===== config.mk =====
export PLATFORM = sky130hd
export DESIGN_NAME = param_beamform_square_accum
export DESIGN_NICKNAME = d
export VERILOG_FILES = /design/src/rtl/param_beamform_square_accum.sv
export SDC_FILE = /design/constraint.sdc
export NUM_CORES = 2
export LEC_CHECK = 0
export ABC_AREA = 1
export CAP_MARGIN = 15
export CORE_MARGIN = 2
export CORE_UTILIZATION = 45
export DETAILED_ROUTE_END_ITERATION = 7
export PLACE_DENSITY = 0.75
export SLEW_MARGIN = 20
export SYNTH_ARGS = -nofsm -noshare
export SYNTH_HDL_FRONTEND = slang
export SYNTH_SLANG_ARGS = --single-unit

===== constraint.sdc =====
create_clock -name clk_i -period 29.5 [get_ports clk_i]
set_clock_uncertainty 0.05 [all_clocks]
set_input_delay 5.9 -clock clk_i [delete_from_list [all_inputs] [get_ports clk_i]]
set_output_delay 5.9 -clock clk_i [all_outputs]
set_load 0.01 [all_outputs]

===== src/rtl/param_beamform_square_accum.sv =====
// Beamformer: per-beam channel sums, exact squares, windowed power.
// Ports: clk_i/rst_i, valid_i+data_i samples, use_i/invert_i shadow
//   config (cfg_update_i, cfg_pending_o), sum_o/sq_o/sq_valid_o per
//   beat after 3 stages, acc_o/acc_valid_o once per ACCLEN beats.
module param_beamform_square_accum #(
  parameter int NBITS  = 5,
  parameter int NSAMP  = 4,
  parameter int NCHAN  = 8,
  parameter int NBEAMS = 2,
  parameter int ACCLEN = 4,
  localparam int SW   = NBITS + 1 + $clog2(NCHAN),
  localparam int SQW  = 2 * SW - 2,
  localparam int ACCW = SQW + $clog2(NSAMP * ACCLEN)
) (
  input  logic                                 clk_i,
  input  logic                                 rst_i,
  input  logic                                 valid_i,
  input  logic [NBEAMS*NCHAN*NSAMP*NBITS-1:0]  data_i,
  input  logic [NBEAMS*NCHAN-1:0]              use_i,
  input  logic [NBEAMS*NCHAN-1:0]              invert_i,
  input  logic                                 cfg_update_i,
  output logic                                 cfg_pending_o,
  output logic [NBEAMS*NSAMP*SW-1:0]           sum_o,
  output logic [NBEAMS*NSAMP*SQW-1:0]          sq_o,
  output logic                                 sq_valid_o,
  output logic [NBEAMS*ACCW-1:0]               acc_o,
  output logic                                 acc_valid_o
);
  localparam int VW   = NBITS + 1;
  localparam int NCH  = NBEAMS * NCHAN;
  localparam int NSM  = NBEAMS * NSAMP;
  localparam int NTOT = NCH * NSAMP;
  localparam int CW   = $clog2(ACCLEN);

  logic [NCH-1:0] useAct, invAct;
  logic [NCH-1:0] useShd, invShd;
  logic [NCH-1:0] useEff, invEff;
  logic           cfgPend;
  logic [CW-1:0]  winCnt;
  logic           firstIn, lastIn, xfer;

  assign firstIn = (winCnt == '0);
  assign lastIn  = (winCnt == CW'(ACCLEN - 1));
  // A pending shadow takes effect on the very beat that opens a window.
  assign xfer    = valid_i && firstIn && cfgPend;
  assign useEff  = xfer ? useShd : useAct;
  assign invEff  = xfer ? invShd : invAct;

  always_ff @(posedge clk_i or posedge rst_i) begin
    if (rst_i) begin
      useAct  <= '1;
      invAct  <= '0;
      useShd  <= '1;
      invShd  <= '0;
      cfgPend <= 1'b0;
    end else begin
      if (xfer) begin
        useAct <= useShd;
        invAct <= invShd;
      end
      if (cfg_update_i) begin
        useShd <= use_i;
        invShd <= invert_i;
      end
      if (cfg_update_i)
        cfgPend <= 1'b1;
      else if (xfer)
        cfgPend <= 1'b0;
    end
  end

  always_ff @(posedge clk_i or posedge rst_i) begin
    if (rst_i)
      winCnt <= '0;
    else if (valid_i)
      winCnt <= lastIn ? '0 : winCnt + 1'b1;
  end

  // 2*c-(2^N-1) == 2*(c-2^(N-1))+1: flip the MSB for the
  // two's-complement offset and append a constant 1 LSB.
  logic [NBITS-1:0]          cw;
  logic [NTOT-1:0][VW-1:0]   vIn;

  always_comb begin
    vIn = '0;
    cw  = '0;
    for (int i = 0; i < NTOT; i++) begin
      cw = data_i[i*NBITS +: NBITS] ^ {NBITS{invEff[i/NSAMP]}};
      if (useEff[i/NSAMP])
        vIn[i] = {~cw[NBITS-1], cw[NBITS-2:0], 1'b1};
    end
  end

  logic                    s1Vld, s1First, s1Last;
  logic [NTOT-1:0][VW-1:0] s1V;

  always_ff @(posedge clk_i or posedge rst_i) begin
    if (rst_i) begin
      s1Vld   <= 1'b0;
      s1First <= 1'b0;
      s1Last  <= 1'b0;
      s1V     <= '0;
    end else begin
      s1Vld   <= valid_i;
      s1First <= valid_i && firstIn;
      s1Last  <= valid_i && lastIn;
      if (valid_i)
        s1V <= vIn;
    end
  end

  logic [NSM-1:0][SW-1:0] sumC;
  logic [VW-1:0]          vs;

  always_comb begin
    sumC = '0;
    vs   = '0;
    for (int b = 0; b < NBEAMS; b++)
      for (int s = 0; s < NSAMP; s++)
        for (int c = 0; c < NCHAN; c++) begin
          vs = s1V[s + NSAMP * (c + NCHAN * b)];
          sumC[b*NSAMP+s] = sumC[b*NSAMP+s]
                          + {{(SW-VW){vs[VW-1]}}, vs};
        end
  end

  logic                   s2Vld, s2First, s2Last;
  logic [NSM-1:0][SW-1:0] s2Sum;

  always_ff @(posedge clk_i or posedge rst_i) begin
    if (rst_i) begin
      s2Vld   <= 1'b0;
      s2First <= 1'b0;
      s2Last  <= 1'b0;
      s2Sum   <= '0;
    end else begin
      s2Vld   <= s1Vld;
      s2First <= s1First;
      s2Last  <= s1Last;
      if (s1Vld)
        s2Sum <= sumC;
    end
  end

  // |S| < 2^(SW-1), so squaring the magnitude fills SQW exactly.
  logic [NSM-1:0][SW-2:0]  mag;
  logic [NSM-1:0][SQW-1:0] sqC;

  always_comb begin
    mag = '0;
    sqC = '0;
    for (int i = 0; i < NSM; i++) begin
      mag[i] = s2Sum[i][SW-1] ? (SW-1)'(-s2Sum[i])
                              : s2Sum[i][SW-2:0];
      sqC[i] = SQW'(mag[i]) * SQW'(mag[i]);
    end
  end

  logic                    s3Vld, s3First, s3Last;
  logic [NSM-1:0][SW-1:0]  s3Sum;
  logic [NSM-1:0][SQW-1:0] s3Sq;

  always_ff @(posedge clk_i or posedge rst_i) begin
    if (rst_i) begin
      s3Vld   <= 1'b0;
      s3First <= 1'b0;
      s3Last  <= 1'b0;
      s3Sum   <= '0;
      s3Sq    <= '0;
    end else begin
      s3Vld   <= s2Vld;
      s3First <= s2First;
      s3Last  <= s2Last;
      if (s2Vld) begin
        s3Sum <= s2Sum;
        s3Sq  <= sqC;
      end
    end
  end

  logic [NBEAMS-1:0][ACCW-1:0] powC, accNext, acc, accOut;
  logic                        accVld;

  always_comb begin
    powC    = '0;
    accNext = '0;
    for (int b = 0; b < NBEAMS; b++) begin
      for (int s = 0; s < NSAMP; s++)
        powC[b] = powC[b] + ACCW'(s3Sq[b*NSAMP+s]);
      accNext[b] = (s3First ? '0 : acc[b]) + powC[b];
    end
  end

  always_ff @(posedge clk_i or posedge rst_i) begin
    if (rst_i) begin
      acc    <= '0;
      accOut <= '0;
      accVld <= 1'b0;
    end else begin
      accVld <= s3Vld && s3Last;
      if (s3Vld) begin
        acc <= accNext;
        if (s3Last)
          accOut <= accNext;
      end
    end
  end

  assign cfg_pending_o = cfgPend;
  assign sum_o         = s3Sum;
  assign sq_o          = s3Sq;
  assign sq_valid_o    = s3Vld;
  assign acc_o         = accOut;
  assign acc_valid_o   = accVld;

endmodule


==> metrics.txt <==
run status=complete, no violations; largest net degree at the start of global routing=about 190; Hold Crit Class=reg -> reg; routed vias=roughly 47000; height of the die=362 µm; Slowest-stage cell, CP=buf_4; Max Cap Viol=0; Crit Path Class=in -> async; DRC violations left=0; Filler cells=11504; synthesized area=57500 µm²; DRT Wirelength=168000 µm; Area contributors post-synth=dfrtp_1, fa_1, nand2_1; Yosys cell types=38; full die area=131000 µm²; H-tree depth=3; Worst-path clk slew=approximately 60 ps; Synth Warn #=0; critical path cell sequence=clkdlybuf4s50_1 > inv_8 > buf_4 > buf_12 > buf_4 > buf_12; RD Place Congestion=0.930; worst path buffer plus inverter count=6; clock root buffer=clkbuf_16; asr flop ratio synth=100%; Final Slew Violations=0; IO Pins=599; endpoints failing setup=0; global-route usage over all layers=25.8%; critical-path maximum fanout=188; most common cell in the netlist=nand2_1; family with the most delay on the worst path=buffers and inverters; CTS Buffer Depth=3; gr ovfl total=0; Synth Instances=between 6000 and 7000; antenna cells=0; detail-routed via count per cell=5.19; Worst Path Required=between 30000 and 40000 ps; FF+latch count, synth=about 740; Register Area=18500 µm²; Wirelength per Cell=18.7 µm; Starting Density=between 40% and 50%; hpwl dp=approximately 130000 µm; area grow syn2layout=17.9%; CTS-repair resized insts=0; Sink Count=about 740; Iter 0 DRT Violations=approximately 3900; CTS tree=built; Final ANT Viol Nets=0; Final #Nets=8526; number of buffers created by CTS=85; Rel. slew slack=25.3%; Final Cycle Share=between 30% and 40%; cell taking the most area after synthesis=dfrtp_1; most frequent cells after synthesis=nand2_1, inv_1, dfrtp_1; vias in the first global route=46938; num rows=131; Die Wd=between 300 and 400 µm; slowest stage delay, CP=800 ps; first-pass detailed-route iteration total=7; share of layout cells above drive strength 1=3.84%; crit path time final=9720 ps; sequential share of the synthesized area=32.1%; Final Hold Fails=0; setup tns final=0 ps; Crit. End Element=async pin; post-CTS setup buffer count=0; buffers added on ports=590; initial antenna violation count=3; EDFF count, synth=0; core area=127000 µm²; Synth Flop Type=dfrtp_1; RSZ-0062 raised after global routing=no; crit path launch type=input port; top cell type's share of synthesized area=a little under a third; CTS Hold Buffers Added=0; first-pass GRT wire length=264000 µm; Clock Latency Late Sink=between 600 and 700 ps; footprint of the multi-input gates=33700 µm²; Fmax achieved=103 MHz; crit path DAT=10280 ps; Post-Syn Area per Cell=8.54 µm²; worst-margin pin slew=1120 ps
## flip-flops by register name, summed over array words and instances (netlist names)
name and cells:
cfg_pending_o 1, s1V 331, s1Last 1, s2First 1
s1First 1, s1Vld 1, winCnt 2, acc_o 40
s2Sum 66, sum_o 66, vs 5, sq_valid_o 1
acc 40, s3Last 1, s2Last 1, useShd 16
s2Vld 1, invAct 16, invShd 16, useAct 16
s3First 1, acc_valid_o 1, sq_o 112
## per-layer routing
| metal | wire length (µm) | global-route usage (%) | part of all wire (%) | vias to the layer above |
|---|---|---|---|---|
| met5 | 21 | 0 | 0.013 | - |
| met4 | 6030 | 8.70 | 3.6 | 4 |
| met3 | 12700 | 4.70 | 7.6 | 283 |
| met2 | 75300 | 40.7 | 45 | 1722 |
| met1 | 73700 | 35.9 | 44 | 22634 |
| li1 | - | - | - | 21883 |
## layout by cell type, fill, tap and decap left out, types with 261 or more instances in the layout
cell	synthesis	layout
o21ai_0	522	522
nand3_1	261	261
clkdlybuf4s50_1	0	588
a21oi_1	265	265
nand2_1	1605	1604
ha_1	347	347
dfrtp_1	705	703
inv_1	1137	1134
nor2_1	365	365
fa_1	586	586
## cell type report
| class | count | area share, % |
|---|---|---|
| Sequential cell | 737 | 27.3 |
| Timing Repair Buffer | 617 | 9.05 |
| Clock inverter | 36 | 0.836 |
| Tap cell | 1662 | 3.07 |
| Inverter | 1161 | 6.45 |
| Clock buffer | 123 | 3.69 |
| Multi-Input combinational cell | 4635 | 49.7 |
## final timing paths
kind / startpoint / cells past startpoint / slack, ps / end
min reg2reg: s2Last$_DFF_PP0_ / 0 / 300 / s3Last$_DFF_PP0_
min in group asynchronous: rst_i / 2 / 5710 / sum_o[70]$_DFFE_PP0P_
min: s2Last$_DFF_PP0_ / 0 / 300 / s3Last$_DFF_PP0_
max: rst_i / 6 / 19780 / sum_o[26]$_DFFE_PP0P_
max reg2reg: s2Sum[0]$_DFFE_PP0P_ / 24 / 23180 / sq_o[47]$_DFFE_PP0P_
max in group clk_i: valid_i / 11 / 21370 / s1V[314]$_DFFE_PP0P_
## through the flow
step	util [%]	hold slack [ps]	worst slack [ps]	area, µm²	instances
6_report	53.3	301	19780	67800	8971
4_1_cts	53.3	302	19420	67800	8970
2_1_floorplan	-	281	2920	57600	6763
3_5_place_dp	50.9	285	18700	64700	8811
5_1_grt	53.3	308	19310	67800	8971
3_3_place_gp	50.9	285	18790	64700	8811
## cells by family after synthesis
group	after synthesis	synth area share, %
AND/OR/NAND/NOR	2338	16.3
buffers and inverters	1391	9.52
AO/OA/AOI/OAI	1050	9.72
adder cells (fa/ha/maj)	933	27.9
flip-flops	737	32.1
XOR/XNOR	289	4.40
other	2	0.0131
Power is left out: the tool's default activity adds up to more than one toggle a clock period on the data nets, which glitch-free logic cannot reach.
